--- src/rtl/ltl_cluster_reporter.sv ---
// Collects per-property LTL automaton reports into registered hit/sticky flags and
// queues timestamped event records (one pending slot per property) through a small FIFO.
module ltl_cluster_reporter #(
    parameter int unsigned NUM_PROP   = 11,
    parameter int unsigned NUM_REPORT = 4,
    parameter int unsigned SYM_W      = 8,
    parameter int unsigned FIFO_DEPTH = 4,
    parameter int unsigned TS_W       = 16,
    localparam int unsigned PID_W     = (NUM_PROP > 1) ? $clog2(NUM_PROP) : 1
) (
    input  logic                           clk,
    input  logic                           reset,
    input  logic                           run,
    input  logic [SYM_W-1:0]               symbols,
    input  logic [NUM_PROP*NUM_REPORT-1:0] match,
    input  logic [NUM_PROP-1:0]            prop_en,
    input  logic                           clear,
    output logic [NUM_PROP-1:0]            ltl,
    output logic [NUM_PROP-1:0]            sticky,
    output logic                           overflow,
    output logic                           evt_valid,
    input  logic                           evt_ready,
    output logic [PID_W-1:0]               evt_prop,
    output logic [TS_W-1:0]                evt_stamp,
    output logic [SYM_W-1:0]               evt_symbol
);
    localparam int unsigned AW = $clog2(FIFO_DEPTH);
    localparam int unsigned CW = AW + 1;
    localparam int unsigned EW = PID_W + TS_W + SYM_W;

    logic [NUM_PROP-1:0] hit, grant, pending_q, pending_d, sticky_q, ltl_q;
    logic [TS_W-1:0]     ts_q;
    logic [TS_W-1:0]     stamp_q [NUM_PROP];
    logic [SYM_W-1:0]    sym_q [NUM_PROP];
    logic                overflow_q, ovf_set;
    logic [EW-1:0]       mem_q [FIFO_DEPTH];
    logic [AW-1:0]       wptr_q, rptr_q;
    logic [CW-1:0]       count_q;
    logic                push, pop, can_push;
    logic [EW-1:0]       push_data;

    always_comb begin
        hit = '0;
        for (int p = 0; p < int'(NUM_PROP); p++) begin
            hit[p] = run & prop_en[p] & (|match[p*NUM_REPORT +: NUM_REPORT]);
        end
    end

    assign pop      = (count_q != '0) & evt_ready;
    // A full FIFO still accepts a push when the head leaves in the same cycle.
    assign can_push = (count_q < CW'(FIFO_DEPTH)) | pop;

    always_comb begin
        grant     = '0;
        push      = 1'b0;
        push_data = '0;
        for (int p = 0; p < int'(NUM_PROP); p++) begin
            if (can_push && pending_q[p] && !push) begin
                grant[p]  = 1'b1;
                push      = 1'b1;
                push_data = {PID_W'(p), stamp_q[p], sym_q[p]};
            end
        end
    end

    // A granted slot is free again this cycle, so a same-cycle hit re-arms it cleanly.
    assign pending_d = hit | (pending_q & ~grant);
    assign ovf_set   = |(hit & pending_q & ~grant);

    always_ff @(posedge clk) begin
        if (reset) begin
            ltl_q      <= '0;
            sticky_q   <= '0;
            overflow_q <= 1'b0;
            pending_q  <= '0;
            ts_q       <= '0;
            for (int p = 0; p < int'(NUM_PROP); p++) begin
                stamp_q[p] <= '0;
                sym_q[p]   <= '0;
            end
        end else begin
            ltl_q      <= hit;
            sticky_q   <= (clear ? '0 : sticky_q) | hit;
            overflow_q <= (clear ? 1'b0 : overflow_q) | ovf_set;
            pending_q  <= pending_d;
            if (run) ts_q <= ts_q + 1'b1;
            for (int p = 0; p < int'(NUM_PROP); p++) begin
                if (hit[p] && (!pending_q[p] || grant[p])) begin
                    stamp_q[p] <= ts_q;
                    sym_q[p]   <= symbols;
                end
            end
        end
    end

    always_ff @(posedge clk) begin
        if (reset) begin
            wptr_q  <= '0;
            rptr_q  <= '0;
            count_q <= '0;
        end else begin
            if (push) wptr_q <= wptr_q + 1'b1;
            if (pop)  rptr_q <= rptr_q + 1'b1;
            count_q <= count_q + CW'(push) - CW'(pop);
        end
    end

    always_ff @(posedge clk) begin
        if (push) mem_q[wptr_q] <= push_data;
    end

    assign ltl        = ltl_q;
    assign sticky     = sticky_q;
    assign overflow   = overflow_q;
    assign evt_valid  = (count_q != '0);
    assign evt_prop   = mem_q[rptr_q][EW-1 -: PID_W];
    assign evt_stamp  = mem_q[rptr_q][SYM_W +: TS_W];
    assign evt_symbol = mem_q[rptr_q][SYM_W-1:0];

endmodule

--- config.mk ---
export PLATFORM = sky130hd
export DESIGN_NAME = ltl_cluster_reporter
export DESIGN_NICKNAME = d
export VERILOG_FILES = /design/src/rtl/ltl_cluster_reporter.sv
export SDC_FILE = /design/constraint.sdc
export NUM_CORES = 1
export LEC_CHECK = 0
export ABC_AREA = 0
export BUFFER_PORTS_ARGS = -buffer_cell sky130_fd_sc_hd__buf_2
export CAP_MARGIN = 20
export CORE_UTILIZATION = 29
export DETAILED_ROUTE_END_ITERATION = 7
export GPL_ROUTABILITY_DRIVEN = 0
export HOLD_SLACK_MARGIN = 0.03
export PLACE_DENSITY = 0.49
export REMOVE_ABC_BUFFERS = 1
export SLEW_MARGIN = 25
export SYNTH_ARGS = -nofsm -noshare
export SYNTH_HDL_FRONTEND = slang
export SYNTH_SLANG_ARGS = --single-unit
--- constraint.sdc ---
create_clock -name clk -period 3.5 [get_ports clk]
set_input_delay 0.525 -clock clk [delete_from_list [all_inputs] [get_ports clk]]
set_output_delay 0.525 -clock clk [all_outputs]
set_load 0.03 [all_outputs]
==> metrics.md, run 1 <==
| Metric | Value |
|---|---|
| Area of the mapped netlist | `between 15000 and 20000 um^2` |
| Post-Place Setup Slack | `approximately 0.66 ns` |
| VDD IR max | `around 310 uV` |
| Commonest non-fill, non-tap cell in the layout | `edfxtp_1` |
| Via density | `between 4 and 5` |
| CTS sink cnt | `435` |
| Critical path fanouts, max | `25` |
| Number of max-cap violations | `0` |
| Drt pass-1 iters | `5` |
| TritonCTS buffer count | `43` |
| Final worst setup slack | `0.729 ns` |
| Drt drc | `0` |
| Buffers on Ports | `119` |
| # setup viols final | `0` |
| Die Area | `about 65000 um^2` |
| RSZ-0062 raised after global routing | `false` |
| Post-synthesis async set-or-reset flop share | `0` |
| First-pass GRT wire length | `a little under 70000 um` |
| Die width | `about 250 um` |
| Peak Freq | `~0.36 GHz` |
| Final Hold Viols | `0` |
| Vias in the first global route | `11600` |
| Initial DRC Count | `approximately 730` |
| CTS tree | `built` |
| H-tree depth | `2` |
| Worst Tran Pin Value | `0.708 ns` |
| Die Y | `between 200 and 300 um` |
| Hold_buf cts | `0` |
| Cell Pwr Density | `662 nW/um^2` |
| Worst-path clk slew | `approximately 0.060 ns` |
| Post-synth EDFFs | `around 380` |
| Path category of the worst min-delay check | `input port to flop` |
| Register area share after synthesis | `0.672` |
| Clk_lat worst skew | `roughly 0.55 ns` |
| Pins Over Slew Limit | `0` |
| Fin crit period | `around 2.8 ns` |
| CTS max path bufs | `3` |
| Global route total overflow | `0` |
| Distinct cell type count after synthesis | `between 50 and 60` |
| Avg WL per Cell | `about 18 um` |
| Core Rows | `92` |
| Placed cell area | `20100 um^2` |
| Setup CP Type | `flop to output pin` |
| Post-CTS sizing | `0` |
| Initial Util | `0.294` |
| Layout cells sized above 1 | `0.182` |
| Area growth from synthesis to layout | `15.9%` |
| Fin util | `0.340` |
| Cells after Synth | `1476` |
| Largest net degree at the start of global routing | `38` |
| YS warnings | `0` |
| Mean Syn Cell Area | `12.6 um^2` |
| Placed Instances | `between 2000 and 2500` |
| N_diodes | `0` |
| Tot GR Track Use | `0.137` |
| Relative slew slack | `0.528` |
| WP data required | `2.97 ns` |
| Post-synthesis sequential element count | `approximately 440` |
| Final instance area | `roughly 22000 um^2` |
| Via Count | `about 12000` |
| Tcrit/Tclk final | `0.792` |
| Critical path's slowest cell | `mux4_2` |
| CP cell instances | `buf_4, mux4_2, buf_2` |
| Post-CTS setup buffer count | `0` |
| Worst path arrival time | `between 2 and 2.5 ns` |
| Initial antenna violation count | `0` |
| Ys flop type | `edfxtp_1` |
| Status | `finished clean` |
| CP max stage delay | `about 0.6 ns` |
| Drt total wl | `~44000 um` |
| CP Launch Type | `flop` |
| CP endpoint kind | `output pin` |
| Final #Nets | `approximately 1600` |
| Clock Tree Root | `clkbuf_16` |
| Leak Pwr | `between 7 and 8 nW` |
| Boundary Pins | `120` |
| Antenna viol nets, final | `0` |
| Most frequent cells in the layout | `edfxtp_1 (376), nor2_1 (346), buf_2 (119), inv_1 (61)` |
| Worst Clk Skew | `about 0.015 ns` |
| Post-DP HPWL | `between 30000 and 40000 um` |
| Core area | `between 60000 and 70000 um^2` |
| Layout Cells excl Fill | `~2400` |
[cells by family (layout without fill, tap and decap cells)]
group | count (synthesis) | in the layout | share of synthesized area
compound gates | 276 | 276 | 0.110
simple gates | 524 | 524 | 0.127
buf+inv | 187 | 312 | 0.0425
xor+xnor | 14 | 14 | 0.00661
flops | 435 | 435 | 0.672
fa+ha+maj | 8 | 8 | 0.00580
mux | 32 | 32 | 0.0362
[power by group]
| group | leakage, nW | internal, W | switching, W | total (W) |
|---|---|---|---|---|
| Combinational | 2.78 | 0.000997 | 0.00192 | 0.00292 |
| Sequential | 4.35 | 0.00644 | 0.000193 | 0.00664 |
| Clock | 0.690 | 0.00278 | 0.00191 | 0.00469 |
[critical path, delay by kind of cell, from the launching register on]
| kind | cells | cell delay, ns |
|---|---|---|
| buffers and inverters | 2 | 0.67 |
| muxes | 1 | 0.60 |
| DFF | 1 | 0.40 |
[final timing paths]
| check | from | end | slack [ns] | depth (start not counted) |
|---|---|---|---|---|
| worst max-delay path | flop | evt_stamp[13] | 0.73 | 3 |
| worst min-delay path | prop_en[5] | ltl[5]$_SDFF_PP0_ | 0.31 | 3 |
| worst max register to register | pending_q[1]$_SDFF_PP0_ | mem_q[1][12]$_DFFE_PP_ | 0.82 | 7 |
| worst min register to register | sticky[3]$_SDFF_PP0_ | sticky[3]$_SDFF_PP0_ | 0.47 | 2 |
[sequential cells by signal (all words and copies together) (netlist names), named ones only]
| name | count |
|---|---|
| overflow | 1 |
| pending_q | 11 |
| ts_q | 16 |
| sticky | 11 |
| sym_q | 88 |
| ltl | 11 |
| mem_q | 112 |
| count_q | 3 |
| rptr_q | 2 |
| wptr_q | 2 |
| stamp_q | 176 |
[cells in the mapped netlist (4+ instances only)]
cell type    n  area share
a211oi_1    32       0.013
a211oi_2    15       0.010
a21oi_1     58       0.016
a221oi_1    23       0.011
a22o_1      23       0.011
a22oi_1     24      0.0097
a2bb2oi_1   24       0.011
and2_1       6      0.0020
and3_1       4      0.0013
buf_2       39       0.011
buf_4        4      0.0016
clkbuf_1    79       0.016
dfxtp_1     59       0.064
edfxtp_1   376        0.61
ha_1         7      0.0047
inv_1       61       0.012
mux4_2      28       0.034
nand2_1     42      0.0085
nand2b_1    58       0.020
nand3_1     15      0.0040
nand4_1      6      0.0020
nor2_1     347       0.070
nor2b_1      4      0.0013
nor3_1       4      0.0011
nor4_1       4      0.0013
o21ai_0     20      0.0054
o21ai_1     20      0.0054
o221ai_1    24       0.011
or2_2        4      0.0013
or3_1        8      0.0027
or4_1       10      0.0040
xnor2_1      7      0.0033
xor2_1       7      0.0033
[through the flow]
step                      total power (W)  TNS, ns  hold WS (ns)
after floorplan                   0.00867   -12.39         0.465
after global placement            0.00970        0         0.456
after detailed placement          0.00975        0         0.459
after CTS                          0.0145        0         0.280
after global routing               0.0149        0         0.330
final                              0.0142        0         0.314
[layout make-up]
type / instances / area (um^2)
fill: 6223 / 41700
sequential: 435 / 12500
multi-input combinational: 854 / 5300
clock buffer: 53 / 1160
tap: 846 / 1060
timing repair buffer: 174 / 1030
clock inverter: 24 / 259
inverter: 61 / 229
[metal layers]
metal,up-vias,share of wire,global-route usage
met5,-,0,0
met4,0,0.017,0.0334
met3,44,0.040,0.0160
met2,223,0.48,0.230
met1,5706,0.46,0.187
li1,5559,-,-
Power figures use the tool's default switching activity.
==> inputs of run 2 (changes only) <==
Settings changed: ABC_AREA 0 to 1, PLACE_DENSITY 0.49 to 0.51.
Clock period 3.5 ns to 2.4 ns, I/O delays scaled along.
==> metrics.md, run 2 <==
| Metric | Value |
|---|---|
| Status | `complete, but fails checks (was finished clean)` |
| Failing checks | `setup timing` |
| Fin util | `0.365 (was 0.340)` |
| Peak Freq | `just over 0.4 GHz` |
| Initial DRC Count | `839 (was 728)` |
| Global route total overflow | `0 (unchanged)` |
| Post-synthesis async set-or-reset flop share | `0 (unchanged)` |
| Most frequent cells in the layout | `nor2_1 (440), edfxtp_1 (376), inv_1 (198), nand2_1 (181), buf_2 (119) (was edfxtp_1 (376), nor2_1 (346), buf_2 (119), inv_1 (61))` |
| Die width | `255 um (about the same)` |
| Critical path fanouts, max | `6 (was 25)` |
| Commonest non-fill, non-tap cell in the layout | `nor2_1 (was edfxtp_1)` |
| Path category of the worst min-delay check | `input port to flop (unchanged)` |
| Most numerous cell on the critical path | `inv_2` |
| Drt total wl | `47100 um (was 43900 um)` |
| Drt drc | `0 (unchanged)` |
| Final worst setup slack | `-0.0552 ns (was 0.729 ns)` |
| Tcrit/Tclk final | `1.02` |
| Max reg flops | `176 (unchanged)` |
| Largest regs | `stamp_q x176, mem_q x112, sym_q x88 (unchanged)` |
| Core area | `63200 um^2 (unchanged)` |
| Fin crit period | `between 2 and 2.5 ns` |
| Largest net degree at the start of global routing | `57 (was 38)` |
| Fin Setup TNS | `-0.0552 ns (was 0 ns)` |
| Critical path's slowest cell | `dfxtp_2 (was mux4_2)` |
| CTS max path bufs | `3 (unchanged)` |
| # setup viols final | `1 (was 0)` |
| N_diodes | `0 (unchanged)` |
| Initial Util | `0.294 (about the same)` |
| Avg WL per Cell | `16.4 um (was 18.0 um)` |
| Reg with most FFs | `stamp_q (unchanged)` |
| Via density | `4.52 (was 4.71)` |
| Leak Pwr | `8.82 nW (was 7.82 nW)` |
| Antenna viol nets, final | `0 (unchanged)` |
| Core Rows | `92 (unchanged)` |
| Number of max-cap violations | `0 (unchanged)` |
| Cell Pwr Density | `920 nW/um^2 (was 662 nW/um^2)` |
| Worst-path clk slew | `0.06 ns (about the same)` |
| Clk_lat worst skew | `0.58 ns (was 0.55 ns)` |
| Post-DP HPWL | `30800 um (was 30000 um)` |
| Drt pass-1 iters | `6 (was 5)` |
| Cells after Synth | `1807 (was 1476)` |
| Ys flop type | `edfxtp_1 (unchanged)` |
| YS warnings | `0 (unchanged)` |
| Buffers on Ports | `119 (unchanged)` |
| CP Launch Type | `flop (unchanged)` |
| WP data required | `2.91 ns (was 2.97 ns)` |
| Tot GR Track Use | `0.145 (was 0.137)` |
| Mean Syn Cell Area | `10.3 um^2 (was 12.6 um^2)` |
| Area growth from synthesis to layout | `24.1% (was 15.9%)` |
| Relative slew slack | `0.514 (was 0.528)` |
| CP max stage delay | `0.35 ns (was 0.60 ns)` |
| Most frequent cell after synthesis | `nor2_1 (was edfxtp_1)` |
| Min Hold Slack | `0.119 ns (was 0.314 ns)` |
| Die Y | `255 um (about the same)` |
| Die Area | `65100 um^2 (was 65000 um^2)` |
| CTS tree | `built (unchanged)` |
| Worst Tran Pin Value | `0.728 ns (was 0.708 ns)` |
| Largest delay contributor family on the critical path | `simple AND/OR/NAND/NOR gates (was buffers and inverters)` |
| Hold_buf cts | `0 (unchanged)` |
| Placed cell area | `21000 um^2 (was 20100 um^2)` |
| Initial antenna violation count | `0 (unchanged)` |
| Sequential cell area | `12500 um^2 (about the same)` |
| Post-synth EDFFs | `376 (unchanged)` |
| CTS sink cnt | `435 (unchanged)` |
| Crit path buf inv count | `4 (was 2)` |
| Area of the mapped netlist | `18600 um^2 (about the same)` |
| Fillers | `6247 (was 6223)` |
| First-pass GRT wire length | `73200 um (was 69400 um)` |
| Commonest cells post-synth | `nor2_1 (457), edfxtp_1 (376), inv_1 (202), nand2_1 (186), nand3_1 (125) (was edfxtp_1 (376), nor2_1 (347), clkbuf_1 (79), inv_1 (61), dfxtp_1 (59))` |
| Register area share after synthesis | `0.671 (was 0.672)` |
| Final instance area | `23100 um^2 (was 21500 um^2)` |
| H-tree depth | `2 (unchanged)` |
| Synth top area share | `0.607 (was 0.609)` |
| Post-Place Setup Slack | `-0.533 ns (was 0.664 ns)` |
| Post-synthesis sequential element count | `435 (unchanged)` |
| VDD IR max | `463 uV (was 306 uV)` |
| CP cell instances | `nand2_4, o21ai_4, nand3_4, nor2_4, nand4_1, nor2_2, nand3_2, inv_2, ha_4, inv_2, ha_4, inv_2, fa_2, xor2_2, buf_4, a21oi_2 (was buf_4, mux4_2, buf_2)` |
| Final #Nets | `2056 (was 1645)` |
| Pins Over Slew Limit | `0 (unchanged)` |
| CP endpoint kind | `flop (was output pin)` |
| Clock Tree Root | `clkbuf_16 (unchanged)` |
| RSZ-0062 raised after global routing | `true (was false)` |
| Worst path arrival time | `2.97 ns (was 2.25 ns)` |
| Multi-input logic area | `5240 um^2 (was 5300 um^2)` |
| Distinct cell type count after synthesis | `35 (was 59)` |
| Boundary Pins | `120 (unchanged)` |
| Cell taking the most area after synthesis | `edfxtp_1 (unchanged)` |
| Via Count | `12900 (was 11500)` |
| Setup CP Type | `flop to flop (was flop to output pin)` |
| Layout cells sized above 1 | `0.206 (was 0.182)` |
| Worst Clk Skew | `0.0183 ns (was 0.0149 ns)` |
| Final Hold Viols | `0 (unchanged)` |
| TritonCTS buffer count | `48 (was 43)` |
| Top cells by area, synth | `edfxtp_1 (61%), nor2_1 (9.2%), dfxtp_1 (6.4%), inv_1 (4.1%), nand2_1 (3.8%) (was edfxtp_1 (61%), nor2_1 (7.0%), dfxtp_1 (6.4%), mux4_2 (3.4%), nand2b_1 (2.0%))` |
| Vias in the first global route | `12900 (was 11600)` |
[run 2: cell count changes after synthesis, sizes merged, moves of 24 or more]
cell     delta
a211oi     -47
a21oi      -34
a22oi      -24
a2bb2oi    -24
inv       +146
mux4       -28
nand2     +150
nand2b     -58
nand3     +114
nand4      +49
nor2      +133
o21ai      +73
o221ai     -24
o22ai      +30
[run 2: stage by stage]
stage          std cells  total power, W
2_1_floorplan       1707          0.0119
3_3_place_gp        2765          0.0137
3_5_place_dp        2765          0.0137
4_1_cts             2863          0.0214
5_1_grt             2863          0.0222
6_report            2863          0.0212
[run 2: final cells by class]
type | instances | area share
Sequential cell | 435 | 0.541
Multi-Input combinational cell | 1064 | 0.227
Timing Repair Buffer | 223 | 0.0832
Clock buffer | 60 | 0.0563
Tap cell | 846 | 0.0459
Inverter | 208 | 0.0341
Clock inverter | 27 | 0.0126
[run 2: cells by family after synthesis]
| kind of cell | Yosys count | share of synthesized area |
|---|---|---|
| buf+inv | 308 | 0.0651 |
| simple gates | 887 | 0.210 |
| xor+xnor | 1 | 0.000471 |
| compound gates | 168 | 0.0482 |
| flops | 435 | 0.671 |
| fa+ha+maj | 8 | 0.00579 |
[run 2: repair_timing]
item                                    in CTS  in global routing
setup buffers                               10                  2
gates resized for setup                     45                 37
endpoints found under the setup margin     128                210
cloned                                       1                  3
pin swaps                                    9                 11
[run 2: report_power, final]
group / switching, W / total, W / internal, W
registers: 0.000236 / 0.00947 / 0.00924
logic: 0.00297 / 0.00431 / 0.00134
clock network: 0.00297 / 0.00744 / 0.00447
total: 0.00618 / 0.0212 / 0.0150
[run 2: metal layers]
layer / GRT usage / vias to the layer above / share of wire
met5: 0 / - / 0
met4: 0.0382 / 0 / 0.019
met3: 0.0251 / 67 / 0.045
met2: 0.244 / 253 / 0.48
met1: 0.193 / 6234 / 0.46
li1: - / 6393 / -
[run 2: worst register-to-register path: stages (launching register included)]
cell and delay, ns:
dfxtp_2 0.35, nand2_4 0.11, o21ai_4 0.10, nand3_4 0.11, nor2_4 0.12, nand4_1 0.13, nor2_2 0.14, nand3_2 0.10
inv_2 0.09, ha_4 0.19, inv_2 0.06, ha_4 0.12, inv_2 0.03, fa_2 0.34, xor2_2 0.16, buf_4 0.14
a21oi_2 0.11
[run 2: final timing paths]
path / startpoint / cells past startpoint / endpoint / slack [ns]
setup / recovery: count_q[2]$_SDFF_PP0_ / 16 / count_q[2]$_SDFF_PP0_ / -0.06
hold / removal: reset / 2 / ts_q[1]$_SDFFE_PP0P_ / 0.12
setup reg to reg: count_q[2]$_SDFF_PP0_ / 16 / count_q[2]$_SDFF_PP0_ / -0.06
hold reg to reg: sticky[8]$_SDFF_PP0_ / 2 / sticky[8]$_SDFF_PP0_ / 0.46
==> inputs of run 3 (changes only) <==
Settings changed: REMOVE_ABC_BUFFERS 1 to default.
==> metrics.md, run 3 (synthesis results as in run 2) <==
| Metric | Value |
|---|---|
| Tot GR Track Use | `0.146 (was 0.145)` |
| Relative slew slack | `0.534 (was 0.514)` |
| Hold Path Sink | `ltl[7]$_SDFF_PP0_ (was ts_q[1]$_SDFFE_PP0P_)` |
| Area growth from synthesis to layout | `22.7% (was 24.1%)` |
| Die Area | `65100 um^2 (unchanged)` |
| Number of max-cap violations | `0 (unchanged)` |
| Tcrit/Tclk final | `1.01 (was 1.02)` |
| Final worst setup slack | `-0.0133 ns (was -0.0552 ns)` |
| Clk_lat worst skew | `0.59 ns (was 0.58 ns)` |
| Int Pwr | `0.0148 W (was 0.0150 W)` |
| Most frequent cells in the layout | `nor2_1 (445), edfxtp_1 (376), inv_1 (198), nand2_1 (183), buf_2 (118) (was nor2_1 (440), edfxtp_1 (376), inv_1 (198), nand2_1 (181), buf_2 (119))` |
| P_sw | `0.00618 W (about the same)` |
| Avg WL per Cell | `16.3 um (was 16.4 um)` |
| CP endpoint kind | `flop (unchanged)` |
| Commonest non-fill, non-tap cell in the layout | `nor2_1 (unchanged)` |
| Worst path arrival time | `2.87 ns (was 2.97 ns)` |
| Gate power share | `0.200 (was 0.203)` |
| Die Y | `255 um (unchanged)` |
| Post-DP HPWL | `31500 um (was 30800 um)` |
| Max reg flops | `176 (unchanged)` |
| Reg with most FFs | `stamp_q (unchanged)` |
| Vias in the first global route | `12800 (was 12900)` |
| Pins Over Slew Limit | `0 (unchanged)` |
| Global route total overflow | `0 (unchanged)` |
| # setup viols final | `1 (unchanged)` |
| Worst Hold Depth | `3 (was 2)` |
| Hold_buf cts | `0 (unchanged)` |
| N_diodes | `0 (unchanged)` |
| VDD IR max | `457 uV (was 463 uV)` |
| Cell Pwr Density | `919 nW/um^2 (was 920 nW/um^2)` |
| Post-Place Setup Slack | `-0.355 ns (was -0.533 ns)` |
| CTS sink cnt | `435 (unchanged)` |
| Critical path fanouts, max | `6 (unchanged)` |
| Failing checks | `setup timing (unchanged)` |
| Die width | `255 um (unchanged)` |
| First-pass GRT wire length | `72700 um (was 73200 um)` |
| Core area | `63200 um^2 (unchanged)` |
| Via density | `4.53 (was 4.52)` |
| WP data required | `2.86 ns (was 2.91 ns)` |
| Drt drc | `0 (unchanged)` |
| Path category of the worst min-delay check | `input port to flop (unchanged)` |
| Core Rows | `92 (unchanged)` |
| CTS max path bufs | `3 (unchanged)` |
| Layout cells sized above 1 | `0.193 (was 0.206)` |
| Largest net degree at the start of global routing | `57 (unchanged)` |
| Initial Util | `0.294 (unchanged)` |
| Drt pass-1 iters | `7 (was 6)` |
| Buffers on Ports | `119 (unchanged)` |
| Clock power frac | `0.348 (was 0.351)` |
| Placed Instances | `2767 (was 2765)` |
| Fin crit period | `2.41 ns (was 2.46 ns)` |
| Peak Freq | `0.414 GHz (was 0.407 GHz)` |
| RSZ-0062 raised after global routing | `true (unchanged)` |
| Setup CP Type | `flop to flop (unchanged)` |
| Worst hold path startpoint | `prop_en[7] (was reset)` |
| Sw Share | `0.295 (was 0.291)` |
| R2R depth | `16 (unchanged)` |
| Final #Nets | `2052 (was 2056)` |
| Drt total wl | `46600 um (was 47100 um)` |
| CP Launch Type | `flop (unchanged)` |
| Layout Cells excl Fill | `2861 (was 2863)` |
| Worst Clk Skew | `0.0240 ns (was 0.0183 ns)` |
| CTS tree | `built (unchanged)` |
| H-tree depth | `2 (unchanged)` |
| Sequential power share | `0.452 (was 0.446)` |
| Worst Tran Pin Value | `0.698 ns (was 0.728 ns)` |
| Leak Pwr | `8.62 nW (was 8.82 nW)` |
| Syn nets | `1883` |
| TritonCTS buffer count | `48 (unchanged)` |
| Largest regs | `stamp_q x176, mem_q x112, sym_q x88 (unchanged)` |
| Via Count | `13000 (was 12900)` |
| Initial DRC Count | `859 (was 839)` |
| Worst r2r dst | `count_q[2]$_SDFF_PP0_ (unchanged)` |
| Antenna viol nets, final | `0 (unchanged)` |
| Boundary Pins | `120 (unchanged)` |
| Worst R2R Setup Slack | `-0.01 ns (was -0.06 ns)` |
| Initial antenna violation count | `0 (unchanged)` |
| Final Hold Viols | `0 (unchanged)` |
| Status | `complete, but fails checks (unchanged)` |
| Clock Tree Root | `clkbuf_16 (unchanged)` |
| Worst-path clk slew | `0.06 ns (about the same)` |
| RR Startpoint | `count_q[2]$_SDFF_PP0_ (unchanged)` |
-- run 3: cell count changes in the layout (fill, tap and decap cells not counted), moves of 3 or more --
cell,change
o22ai_2,+3
clkbuf_16,-4
clkinv_1,+5
o22ai_1,-3
nand3_2,-15
nand2_4,-3
clkinvlp_4,+4
buf_12,-3
nor2_2,-3
nand3_1,+17
clkinv_2,-4
nor2_1,+5
-- run 3: stage by stage --
| stage | total power [W] | hold WS, ns | area (um^2) | setup TNS, ns | utilization |
|---|---|---|---|---|---|
| global route | 0.0219 | 0.133 | 22800 | -0.295 | 0.361 |
| detailed placement | 0.0138 | 0.455 | 21100 | -7.38 | 0.333 |
| global placement | 0.0137 | 0.453 | 21100 | -3.94 | 0.333 |
| finish | 0.0210 | 0.134 | 22800 | -0.0133 | 0.361 |
| CTS | 0.0212 | 0.108 | 22700 | -0.0154 | 0.359 |
| floorplan | 0.0121 | 0.436 | 18700 | -48.02 | - |
-- run 3: layer usage --
| layer | routed length, um | track usage |
|---|---|---|
| met5 | 0 | 0 |
| met4 | 815 | 0.0352 |
| met3 | 2190 | 0.0238 |
| met2 | 21500 | 0.238 |
| met1 | 22100 | 0.201 |
-- run 3: what timing repair did --
action / in CTS / in global routing
pin swaps: 6 / 0
setup buffers: 2 / 2
setup endpoints to repair: 29 / 187
gates cloned: 0 / 1
resized for setup: 12 / 24
-- run 3: worst max-delay path, cell delays in order, from the launching register on --
cell and delay [ns]:
dfxtp_4 0.37, nand2_8 0.09, o21ai_4 0.09, nand3_4 0.10, nor2_4 0.10, nand4_1 0.12
nor2_2 0.14, nand3_2 0.10, inv_2 0.09, ha_4 0.19, inv_2 0.06, ha_4 0.11
inv_2 0.03, fa_2 0.33, xor2_1 0.16, o21ai_1 0.18, a21oi_2 0.04
-- run 3: worst max path at each step --
| stage | from | end | slack (ns) | depth (start not counted) |
|---|---|---|---|---|
| global route | count_q[2]$_SDFF_PP0_ | count_q[2]$_SDFF_PP0_ | -0.17 | 16 |
| finish | count_q[2]$_SDFF_PP0_ | count_q[2]$_SDFF_PP0_ | -0.01 | 16 |
| floorplan | evt_ready | mem_q[0][0]$_DFFE_PP_ | -0.43 | 10 |
| detailed placement | evt_ready | count_q[2]$_SDFF_PP0_ | -0.35 | 18 |
| global placement | evt_ready | count_q[2]$_SDFF_PP0_ | -0.35 | 18 |
| CTS | count_q[2]$_SDFF_PP0_ | count_q[2]$_SDFF_PP0_ | -0.02 | 16 |
-- run 3: area by class of cell --
class | count | area (um^2)
repair buffers | 219 | 1800
clock inverters | 32 | 299
flip-flops and latches | 435 | 12500
well taps | 846 | 1060
multi-input cells | 1064 | 5120
fillers | 6254 | 40400
clock buffers | 57 | 1250
inverters | 208 | 798
-- run 3: power groups by stage --
stage               sequential (W)  combinational, W  clock (W)
finish                     0.00949           0.00420    0.00729
global route               0.00956           0.00460    0.00778
CTS                        0.00949           0.00422    0.00748
detailed placement         0.00965           0.00416          0
global placement           0.00962           0.00412          0
floorplan                  0.00963           0.00245          0
